### src/rtl/wb_arbiter_rr_pkg.sv
// rtl/wb_arbiter_rr_pkg.sv - shared types and constants for the round-robin Wishbone arbiter
package wb_arbiter_rr_pkg;

    typedef enum logic [1:0] {
        STATE_IDLE  = 2'd0,
        STATE_GRANT = 2'd1,
        STATE_ABORT = 2'd2
    } state_t;

    localparam int CNT_W = 8;

    function automatic int idx_width(input int n);
        return (n > 1) ? $clog2(n) : 1;
    endfunction

endpackage

### src/rtl/wb_arbiter_rr_rr_pick.sv
// rtl/wb_arbiter_rr_rr_pick.sv - combinational round-robin search starting after last_idx
module rr_pick #(
    parameter int N     = 4,
    parameter int IDX_W = 2
) (
    input  logic [N-1:0]     req_i,
    input  logic [IDX_W-1:0] last_idx_i,
    output logic [IDX_W-1:0] idx_o,
    output logic             valid_o
);

    logic [IDX_W-1:0] cand;

    // Walk from the farthest offset to the nearest so the closest requester overwrites.
    always_comb begin
        idx_o   = '0;
        valid_o = 1'b0;
        cand    = '0;
        for (int k = N; k >= 1; k--) begin
            cand = IDX_W'((int'(last_idx_i) + k) % N);
            if (req_i[cand]) begin
                idx_o   = cand;
                valid_o = 1'b1;
            end
        end
    end

endmodule

### src/rtl/wb_arbiter_rr.sv
// rtl/wb_arbiter_rr.sv - round-robin Wishbone arbiter with per-phase ack timeout
module wb_arbiter_rr
    import wb_arbiter_rr_pkg::*;
#(
    parameter int NUM_MASTERS = 4,
    parameter int TIMEOUT     = 16
) (
    input  logic                   clk_i,
    input  logic                   rst_i,
    input  logic [NUM_MASTERS-1:0] m_cyc_i,
    input  logic [NUM_MASTERS-1:0] m_stb_i,
    output logic [NUM_MASTERS-1:0] m_ack_o,
    output logic [NUM_MASTERS-1:0] m_err_o,
    output logic                   s_cyc_o,
    output logic                   s_stb_o,
    input  logic                   s_ack_i,
    output logic [NUM_MASTERS-1:0] gnt_o
);

    localparam int IDX_W = idx_width(NUM_MASTERS);
    localparam logic [CNT_W-1:0] CNT_LAST = CNT_W'(TIMEOUT - 1);
    localparam logic [IDX_W-1:0] IDX_LAST = IDX_W'(NUM_MASTERS - 1);

    state_t                 state_q, state_d;
    logic [IDX_W-1:0]       gnt_idx_q, gnt_idx_d;
    logic [IDX_W-1:0]       last_idx_q, last_idx_d;
    logic [CNT_W-1:0]       cnt_q, cnt_d;
    logic                   err_first_q, err_first_d;
    logic [IDX_W-1:0]       pick_idx;
    logic                   pick_valid;
    logic                   cyc_g, stb_g;
    logic [NUM_MASTERS-1:0] gnt_onehot;

    rr_pick #(
        .N     (NUM_MASTERS),
        .IDX_W (IDX_W)
    ) u_rr_pick (
        .req_i      (m_cyc_i),
        .last_idx_i (last_idx_q),
        .idx_o      (pick_idx),
        .valid_o    (pick_valid)
    );

    assign cyc_g      = m_cyc_i[gnt_idx_q];
    assign stb_g      = m_stb_i[gnt_idx_q];
    assign gnt_onehot = NUM_MASTERS'(1) << gnt_idx_q;

    always_comb begin
        state_d     = state_q;
        gnt_idx_d   = gnt_idx_q;
        last_idx_d  = last_idx_q;
        cnt_d       = cnt_q;
        err_first_d = 1'b0;
        gnt_o       = '0;
        s_cyc_o     = 1'b0;
        s_stb_o     = 1'b0;
        m_ack_o     = '0;
        m_err_o     = '0;
        case (state_q)
            STATE_IDLE: begin
                cnt_d = '0;
                if (pick_valid) begin
                    state_d   = STATE_GRANT;
                    gnt_idx_d = pick_idx;
                end
            end
            STATE_GRANT: begin
                gnt_o   = gnt_onehot;
                s_cyc_o = cyc_g;
                s_stb_o = stb_g;
                // An ack outside a strobed phase belongs to nobody.
                if (stb_g && s_ack_i) begin
                    m_ack_o = gnt_onehot;
                end
                cnt_d = (stb_g && !s_ack_i) ? cnt_q + 8'd1 : '0;
                if (!cyc_g) begin
                    state_d    = STATE_IDLE;
                    last_idx_d = gnt_idx_q;
                    cnt_d      = '0;
                end else if (stb_g && !s_ack_i && cnt_q == CNT_LAST) begin
                    state_d     = STATE_ABORT;
                    err_first_d = 1'b1;
                    cnt_d       = '0;
                end
            end
            STATE_ABORT: begin
                gnt_o = gnt_onehot;
                if (err_first_q) begin
                    m_err_o = gnt_onehot;
                end
                if (!cyc_g) begin
                    state_d    = STATE_IDLE;
                    last_idx_d = gnt_idx_q;
                end
            end
            default: begin
                state_d = STATE_IDLE;
            end
        endcase
    end

    always_ff @(posedge clk_i) begin
        if (rst_i) begin
            state_q     <= STATE_IDLE;
            gnt_idx_q   <= '0;
            last_idx_q  <= IDX_LAST;
            cnt_q       <= '0;
            err_first_q <= 1'b0;
        end else begin
            state_q     <= state_d;
            gnt_idx_q   <= gnt_idx_d;
            last_idx_q  <= last_idx_d;
            cnt_q       <= cnt_d;
            err_first_q <= err_first_d;
        end
    end

endmodule

### config.mk
export PLATFORM = sky130hd
export DESIGN_NAME = wb_arbiter_rr
export DESIGN_NICKNAME = d
export VERILOG_FILES = /design/src/rtl/wb_arbiter_rr_pkg.sv /design/src/rtl/wb_arbiter_rr_rr_pick.sv /design/src/rtl/wb_arbiter_rr.sv
export SDC_FILE = /design/constraint.sdc
export NUM_CORES = 1
export LEC_CHECK = 0
export BUFFER_PORTS_ARGS = -buffer_cell sky130_fd_sc_hd__buf_4
export CORE_MARGIN = 3
export CORE_UTILIZATION = 53
export CTS_BUF_LIST = sky130_fd_sc_hd__clkbuf_8
export CTS_CLUSTER_SIZE = 20
export DETAILED_ROUTE_END_ITERATION = 7
export GPL_TIMING_DRIVEN = 0
export PLACE_DENSITY = 0.76
export SLEW_MARGIN = 20
export SYNTH_ARGS = -nofsm -noshare
export SYNTH_HDL_FRONTEND = slang
export SYNTH_SLANG_ARGS = --single-unit
export TNS_END_PERCENT = 20
### constraint.sdc
create_clock -name clk_i -period 2.1 [get_ports clk_i]
set_input_delay 0.105 -clock clk_i [delete_from_list [all_inputs] [get_ports clk_i]]
set_output_delay 0.105 -clock clk_i [all_outputs]
set_load 0.02 [all_outputs]
==> results of run 1 <==
-- state kept, by name (all words and copies together), names as in the netlist --
signal and cells:
gnt_idx_q 2, err_first_q 1, state_q 2, last_idx_q 2, cnt_q 8
-- worst max-delay path, cell delays in order (launching register included) --
cell and delay [ns]:
dfxtp_1 0.33, buf_6 0.13, mux4_2 0.55, nand2_2 0.18
inv_2 0.05, nand2_1 0.13, nor2_1 0.07, buf_4 0.15
-- power by group through the flow --
stage	combinational (W)	sequential [W]	clock, W
global placement	0.000270	0.000319	0
detailed placement	0.000273	0.000320	0
floorplan	0.000193	0.000317	0
global route	0.000301	0.000317	0.000264
CTS	0.000275	0.000315	0.000244
finish	0.000273	0.000315	0.000241
-- routing by layer --
metal  vias up  global-route usage  wire length [um]
li1        492                   -                 -
met1       431              0.2886              1139
met2        27              0.3326              1069
met3         5             0.04532               118
met4         0             0.07834                32
met5         -                   0                 0
-- layout make-up --
type	instances	area [um2]	share of cell area
Buffer	3	20.02	0.01569
Clock buffer	3	41.29	0.03235
Clock inverter	1	5.005	0.003922
Inverter	12	45.04	0.03529
Multi-Input combinational cell	94	653.1	0.5118
Sequential cell	15	300.3	0.2353
Tap cell	25	31.28	0.02451
Timing Repair Buffer	24	180.2	0.1412
-- cell usage in the layout, fill, tap and decap left out, drive strengths merged, types with 4 or more instances in the layout --
master  instances
a211o           5
a21oi           5
buf            26
clkbuf          4
dfxtp          15
ha              4
inv            12
nand2          18
nand2b          6
nor2           16
nor3            7
-- how the worst min path moves through the flow --
stage,end,cells after the start
after floorplan,state_q[1]$_SDFFE_PP0P_,1
after global placement,state_q[1]$_SDFFE_PP0P_,2
after detailed placement,state_q[1]$_SDFFE_PP0P_,2
after CTS,state_q[1]$_SDFFE_PP0P_,2
after global routing,state_q[1]$_SDFFE_PP0P_,2
final,state_q[1]$_SDFFE_PP0P_,2
-- cells in the mapped netlist (2+ instances only) --
cell       n  area, um2
dfxtp_1   15      300.3
or3_1      3      18.77
a21oi_1    5      25.02
inv_1     11      41.29
nand2_1   17      63.81
o21ai_0    3      15.01
or4_1      2      15.01
a211oi_2   3      37.54
nor2_1    16      60.06
ha_1       4      50.05
a211o_1    5      43.79
xnor2_1    2      17.52
nand4b_1   2      17.52
nand2b_1   5      31.28
mux4_2     2      45.04
nor3_1     7      35.03
-- logic make-up (layout without fill, tap and decap cells) --
family                   Yosys count  count (layout)  share of synthesized area
buffers and inverters             15              43                    0.06387
multiplexers                       3               3                    0.05405
flip-flops                        15              15                     0.2948
AO/OA/AOI/OAI                     26              26                     0.2285
adder cells (fa/ha/maj)            4               4                    0.04914
XOR/XNOR                           3               3                    0.02580
AND/OR/NAND/NOR                   58              58                     0.2838
-- through the flow --
step	worst slack [ns]	hold WS, ns
finish	0.1427	0.07366
global route	0.04773	0.06995
CTS	0.1335	0.07119
detailed placement	0.2379	0.3415
global placement	0.2853	0.3340
floorplan	0.4115	0.1712
==> flow_summary_export.csv, run 1 <==
group,metric,value,unit
run_status,outcome,"complete, no violations",
clocking,htreeDepth,1,
timing,setup_tns,0,ns
final_layout,drive_gt1_frac,0.2961,
floorplanning,start_util,0.5773,
power_and_ir_drop,p_switching,0.0002830,W
final_layout,antenna_cells,0,
timing,post-route-period-util,0.9321,
floorplanning,die_y,49.84,um
critical_path,endpoint_kind,"primary output",
global_routing,grt_pass1_vias,922,
detailed_routing,drcViolationCount,0,
critical_path,endpoint,"m_ack_o[2]",
power_and_ir_drop,p_per_area,650.1,mW/mm2
placed_design,postPlaceCellArea,0.001230,mm2
timing,rsz0062_at_grt,"no",
logic_synthesis,yosys_warnings,0,
final_layout,final_util,0.7234,
logic_synthesis,synth_cells,124,
logic_synthesis,ys_types,38,
critical_path,cp.arrival,1.85,ns
final_layout,final_area,0.001276,mm2
power_and_ir_drop,p_int,0.0005467,W
clocking,cts_sinks,15,
logic_synthesis,synth-edff-count,0,
detailed_routing,wl_per_cell,13.33,um
critical_path,rr_endpoint,"cnt_q[6]$_SDFFE_PP0P_",
global_routing,grt_overflow,0,
power_and_ir_drop,vdd_drop_max,0.5198,mV
power_and_ir_drop,sw_frac_of_total,0.3411,
floorplanning,die-area,0.002484,mm2
power_and_ir_drop,leakagePower,0.5029,nW
clocking,clk_pin_slew,0.07,ns
clocking,cts_resized,0,
clocking,hold_buffers,0,
logic_synthesis,synthFlopType,"dfxtp_1",
global_routing,grt_max_degree,11,
power_and_ir_drop,seq_power_share,0.379,
clocking,post_cts_buffers,0,
floorplanning,num_rows,15,
critical_path,start_kind,"register",
power_and_ir_drop,p_comb_frac,0.329,
clocking,cts_tree,"built",
timing,skew,0.007126,ns
detailed_routing,via_per_inst,5.395,
logic_synthesis,syn-num-nets,139,
detailed_routing,dr.pass1.iters,4,
min_path,min_from,"rst_i",
final_layout,layoutNonFillerInstCount,177,
critical_path,reg2reg_from,"state_q[1]$_SDFFE_PP0P_",
logic_synthesis,avgSynthCellArea,8.214,um2
global_routing,grt_antenna_before_repair,0,
floorplanning,die_x,49.84,um
timing,finalHoldViolations,0,
timing,max-slew-margin-rel,0.6440,
timing,setup_viol,0,
power_and_ir_drop,p_total,0.0008297,W
placed_design,io_buffers,24,
timing,timing.fmax,0.5109,GHz
timing,final_max_slew_viol_count,0,
min_path,hold_path_class,"input port to register",
placed_design,gp_congestion,0.8831,
run,cap_violations,0,
critical_path,critical_path_class,"register to primary output",
detailed_routing,vias,955,
timing,period_needed,1.957,ns
final_layout,syn2layout_area_growth,25.31,%
logic_synthesis,async_flop_share,0,
placed_design,place_inst,173,
critical_path,r2r_setup_slack,0.20,ns
logic_synthesis,synth-seq-cells,15,
critical_path,path_max_fanout,8,
timing,worstMarginPinSlew,0.5340,ns
power_and_ir_drop,clkPwrFrac,0.291,
detailed_routing,ant_nets,0,
global_routing,track_usage,0.2138,
clocking,cts-root-buf,"clkbuf_8",
global_routing,grt_pass1_wl,4091,um
floorplanning,ios,25,
detailed_routing,finalWirelength,2360,um
final_layout,nFillCells,146,
critical_path,crit_start,"gnt_idx_q[0]$_SDFFE_PP0P_",
clocking,numCtsBuffers,3,
clocking,insertion_delay,0.25,ns
critical_path,cp.required,2.00,ns
clocking,clockBufferDepth,2,
placed_design,dpl.hpwl,1864,um
floorplanning,core,0.001764,mm2
final_layout,final_nets,168,
critical_path,r2r_cells,6,
logic_synthesis,ys_seq_area_frac,0.2948,
logic_synthesis,synth_area,0.001018,mm2
detailed_routing,detail_route.iter0.violations,17,
No activity file was read; power rests on OpenSTA's default activity.
==> run 2, diff against run 1 <==
--- a/config.mk
+++ b/config.mk
@@ -6,7 +6,7 @@
 export NUM_CORES = 1
 export LEC_CHECK = 0
 export BUFFER_PORTS_ARGS = -buffer_cell sky130_fd_sc_hd__buf_4
-export CORE_MARGIN = 3
+export CORE_MARGIN = 2
 export CORE_UTILIZATION = 53
 export CTS_BUF_LIST = sky130_fd_sc_hd__clkbuf_8
 export CTS_CLUSTER_SIZE = 20
==> flow_summary_export.csv, run 2 (same netlist as run 1, synthesis figures left out) <==
group,metric,value,unit
critical_path,slowest_delay,0.55,ns
floorplanning,die_x,47.84,um
critical_path,endpoint_kind,"primary output",
critical_path,path_max_fanout,8,
global_routing,grt_overflow,0,
placed_design,dpl.hpwl,1959,um
global_routing,track_usage,0.2236,
clocking,numCtsBuffers,3,
timing,period_needed,1.924,ns
critical_path,start_kind,"register",
floorplanning,num_rows,15,
clocking,cts_resized,0,
critical_path,crit_path_top_delay_cell,"mux4_2",
floorplanning,die_y,47.84,um
timing,skew,0.002133,ns
min_path,hold_path_class,"input port to register",
global_routing,grt_pass1_wl,3512,um
final_layout,largest_register_ffs,8,
clocking,cts-root-buf,"clkbuf_8",
final_layout,syn2layout_area_growth,25.18,%
global_routing,met3_usage,0.04528,
floorplanning,die-area,0.002288,mm2
global_routing,grt_max_degree,11,
final_layout,drive_gt1_frac,0.2895,
placed_design,gp_congestion,0.8231,
timing,post-route-period-util,0.9161,
clocking,htreeDepth,1,
detailed_routing,via_per_inst,5.525,
timing,setup_tns,0,ns
final_layout,final_common_cell,"buf_4",
clocking,hold_buffers,0,
timing,final_max_slew_viol_count,0,
timing,rsz0062_at_grt,"no",
global_routing,grt_busiest_layer,"met2",
detailed_routing,ant_nets,0,
clocking,insertion_delay,0.24,ns
detailed_routing,vias,978,
run,cap_violations,0,
power_and_ir_drop,leakagePower,0.5043,nW
run_status,outcome,"complete, no violations",
floorplanning,core,0.001764,mm2
detailed_routing,wl_per_cell,13.31,um
critical_path,worstPathBufferInverterCount,3,
placed_design,place_inst,173,
clocking,cts_tree,"built",
final_layout,antenna_cells,0,
floorplanning,start_util,0.5773,
timing,whs,0.07701,ns
critical_path,cp.required,2.00,ns
floorplanning,ios,25,
timing,finalHoldViolations,0,
global_routing,use_met2,0.3600,
detailed_routing,dr.pass1.iters,4,
timing,max-slew-margin-rel,0.6374,
power_and_ir_drop,p_per_area,639.4,mW/mm2
critical_path,cp_top_family,"multiplexers",
timing,setup_viol,0,
critical_path,critical_path_class,"register to primary output",
power_and_ir_drop,vdd_drop_max,0.4834,mV
detailed_routing,drcViolationCount,0,
critical_path,cp.arrival,1.82,ns
clocking,clk_pin_slew,0.06,ns
clocking,post_cts_buffers,0,
critical_path,worstPathCellList,"buf_6 -> mux4_2 -> nand2_2 -> inv_2 -> nand2_1 -> nor3_1 -> buf_4",
global_routing,grt_antenna_before_repair,0,
global_routing,met1_usage,0.3032,
detailed_routing,finalWirelength,2355,um
detailed_routing,detail_route.iter0.violations,9,
timing,setup_ws,0.1761,ns
timing,timing.fmax,0.5198,GHz
final_layout,final_cell_mix,"buf_4, nand2_1, nor2_1, dfxtp_1, inv_1",
placed_design,dpl_worst_slack,0.2562,ns
final_layout,largest_register,"cnt_q",
global_routing,grt_pass1_vias,822,
clocking,cts_sinks,15,
final_layout,final_nets,168,
placed_design,io_buffers,24,
final_layout,layoutNonFillerInstCount,177,
timing,worstMarginPinSlew,0.5439,ns
clocking,clockBufferDepth,2,
critical_path,r2r_setup_slack,0.23,ns
==> run 2: where the power goes <==
group          switching [W]  total, W  internal, W
Sequential         0.0000127  0.000315     0.000302
Clock              0.0000979  0.000227     0.000129
Combinational       0.000160  0.000274     0.000113
Total               0.000271  0.000815     0.000544
==> run 2: worst paths after layout <==
kind                        startpoint                      end  cells after the start
max reg2reg    state_q[1]$_SDFFE_PP0P_    cnt_q[6]$_SDFFE_PP0P_                      6
max          gnt_idx_q[0]$_SDFFE_PP0P_               m_ack_o[0]                      7
min                              rst_i  state_q[1]$_SDFFE_PP0P_                      2
min reg2reg      cnt_q[0]$_SDFFE_PP0P_    cnt_q[0]$_SDFFE_PP0P_                      2
==> run 2: metrics by stage <==
stage | cell area [um2] | utilization | power [W]
3_3_place_gp | 1230 | 0.6972 | 0.0005877
6_report | 1275 | 0.7227 | 0.0008153
4_1_cts | 1275 | 0.7227 | 0.0008197
3_5_place_dp | 1230 | 0.6972 | 0.0005934
5_1_grt | 1275 | 0.7227 | 0.0008563
2_1_floorplan | 1018 | - | 0.0005101
==> run 2: routing by layer <==
metal / share of wire / up-vias
li1: - / 499
met1: 0.46 / 447
met2: 0.48 / 30
met3: 0.056 / 2
met4: 0.0042 / 0
met5: 0 / -
==> run 2: final cells by class <==
cell class              count  area [um2]
plain buffers               3       20.02
clock buffers               3       41.29
clock inverters             1       3.754
fillers                   182       489.2
inverters                  12       45.04
multi-input cells          94       653.1
flip-flops and latches     15       300.3
well taps                  25       31.28
repair buffers             24       180.2
==> run 3, diff against run 2 <==
--- a/config.mk
+++ b/config.mk
@@ -6,7 +6,7 @@
 export NUM_CORES = 1
 export LEC_CHECK = 0
 export BUFFER_PORTS_ARGS = -buffer_cell sky130_fd_sc_hd__buf_4
-export CORE_MARGIN = 2
+export CORE_MARGIN = 1.5
 export CORE_UTILIZATION = 53
 export CTS_BUF_LIST = sky130_fd_sc_hd__clkbuf_8
 export CTS_CLUSTER_SIZE = 20
==> flow_summary_export.csv, run 3 (same netlist as run 1, synthesis figures left out) <==
group,metric,value,unit
critical_path,reg2reg_from,"state_q[1]$_SDFFE_PP0P_",
timing,period_needed,1.936,ns
placed_design,gp_congestion,0.8284,
final_layout,final_nets,168,
final_layout,largest_register_ffs,8,
clocking,clk_pin_slew,0.06,ns
global_routing,track_usage,0.2498,
power_and_ir_drop,seq_power_share,0.383,
final_layout,nFillCells,157,
final_layout,drive_gt1_frac,0.2895,
final_layout,final_common_cell,"buf_4",
detailed_routing,finalWirelength,2434,um
power_and_ir_drop,p_int,0.0005447,W
floorplanning,core,0.001764,mm2
timing,timing.fmax,0.5166,GHz
placed_design,dpl.hpwl,1948,um
critical_path,path_max_fanout,8,
power_and_ir_drop,vdd_drop_max,0.4500,mV
timing,skew,0.005183,ns
clocking,cts_sinks,15,
detailed_routing,dr.pass1.iters,4,
final_layout,antenna_cells,0,
clocking,numCtsBuffers,3,
timing,setup_viol,0,
clocking,htreeDepth,1,
final_layout,final_cell_mix,"buf_4, nand2_1, nor2_1, dfxtp_1, inv_1",
critical_path,start_kind,"register",
critical_path,r2r_cells,6,
min_path,whs_endpoint,"state_q[1]$_SDFFE_PP0P_",
timing,finalHoldViolations,0,
power_and_ir_drop,p_switching,0.0002740,W
timing,worstMarginPinSlew,0.5698,ns
detailed_routing,ant_nets,0,
floorplanning,num_rows,15,
timing,setup_ws,0.1642,ns
critical_path,worstPathCellList,"buf_6 -> mux4_2 -> nand2_2 -> inv_2 -> nand2_1 -> nor3_1 -> buf_4",
critical_path,cp.arrival,1.83,ns
detailed_routing,via_per_inst,5.689,
critical_path,endpoint_kind,"primary output",
clocking,insertion_delay,0.25,ns
power_and_ir_drop,sw_frac_of_total,0.3346,
detailed_routing,wl_per_cell,13.75,um
timing,max-slew-margin-rel,0.6201,
detailed_routing,vias,1007,
clocking,cts_tree,"built",
timing,post-route-period-util,0.9218,
floorplanning,die_x,46.84,um
critical_path,cp_top_family,"multiplexers",
clocking,clockBufferDepth,2,
clocking,post_cts_buffers,0,
min_path,hold_path_class,"input port to register",
floorplanning,start_util,0.5773,
power_and_ir_drop,p_comb_frac,0.337,
critical_path,critical_path_class,"register to primary output",
critical_path,crit_path_top_delay_cell,"mux4_2",
timing,rsz0062_at_grt,"no",
detailed_routing,detail_route.iter0.violations,25,
power_and_ir_drop,leakagePower,0.5043,nW
power_and_ir_drop,clkPwrFrac,0.279,
final_layout,final_util,0.7227,
clocking,cts-root-buf,"clkbuf_8",
run_status,outcome,"complete, no violations",
critical_path,slowest_delay,0.55,ns
final_layout,largest_register,"cnt_q",
timing,whs,0.09154,ns
floorplanning,ios,25,
timing,final_max_slew_viol_count,0,
global_routing,grt_overflow,0,
run,cap_violations,0,
global_routing,grt_pass1_vias,872,
min_path,min_from,"rst_i",
global_routing,grt_max_degree,11,
placed_design,io_buffers,24,
min_path,hold_depth,2,
timing,setup_tns,0,ns
global_routing,grt_antenna_before_repair,0,
clocking,hold_buffers,0,
power_and_ir_drop,p_total,0.0008187,W
clocking,cts_resized,0,
final_layout,syn2layout_area_growth,25.18,%
floorplanning,die-area,0.002194,mm2
placed_design,dpl_worst_slack,0.2598,ns
global_routing,grt_pass1_wl,3864,um
critical_path,worstPathBufferInverterCount,3,
floorplanning,die_y,46.84,um
detailed_routing,drcViolationCount,0,
critical_path,r2r_setup_slack,0.24,ns
critical_path,cp.required,2.00,ns
critical_path,rr_endpoint,"cnt_q[6]$_SDFFE_PP0P_",
power_and_ir_drop,p_per_area,642.1,mW/mm2
==> run 3: cell counts in the layout (fill, tap and decap cells not counted) <==
No cell type changed its count.
==> run 3: how the worst max path moves through the flow <==
stage,start,end,slack [ns],depth (start not counted)
after floorplan,state_q[1]$_SDFFE_PP0P_,cnt_q[6]$_SDFFE_PP0P_,0.41,6
after CTS,gnt_idx_q[0]$_SDFFE_PP0P_,m_ack_o[3],0.14,7
final,gnt_idx_q[0]$_SDFFE_PP0P_,m_ack_o[0],0.16,7
after global routing,gnt_idx_q[0]$_SDFFE_PP0P_,m_ack_o[3],0.07,7
after global placement,state_q[1]$_SDFFE_PP0P_,cnt_q[6]$_SDFFE_PP0P_,0.31,6
after detailed placement,state_q[1]$_SDFFE_PP0P_,cnt_q[6]$_SDFFE_PP0P_,0.26,6
==> run 3: cell type report <==
type                            count  area, um2  share of cell area
Timing Repair Buffer               24      180.2              0.1413
Tap cell                           25      31.28             0.02453
Clock buffer                        3      41.29             0.03238
Sequential cell                    15      300.3              0.2355
Buffer                              3      20.02             0.01570
Inverter                           12      45.04             0.03533
Multi-Input combinational cell     94      653.1              0.5123
Clock inverter                      1      3.754            0.002944
==> run 3: routing by layer <==
metal | vias to the layer above | track usage | part of all wire
met4 | 0 | 0.06667 | 0.0049
met3 | 2 | 0.04615 | 0.053
met2 | 35 | 0.4137 | 0.47
met1 | 473 | 0.3357 | 0.47
met5 | - | 0 | 0
li1 | 497 | - | -
==> run 3: per-stage QoR <==
| stage | area (um2) | std cells |
|---|---|---|
| after floorplan | 1018 | 124 |
| after global placement | 1230 | 173 |
| after detailed placement | 1230 | 173 |
| after CTS | 1275 | 177 |
| after global routing | 1275 | 177 |
| final | 1275 | 177 |
==> run 3: power groups by stage <==
stage	clock network [W]	registers, W	logic (W)
floorplan	0	0.000317	0.000193
global placement	0	0.000319	0.000269
detailed placement	0	0.000320	0.000275
CTS	0.000234	0.000314	0.000276
global route	0.000248	0.000316	0.000300
finish	0.000228	0.000314	0.000276
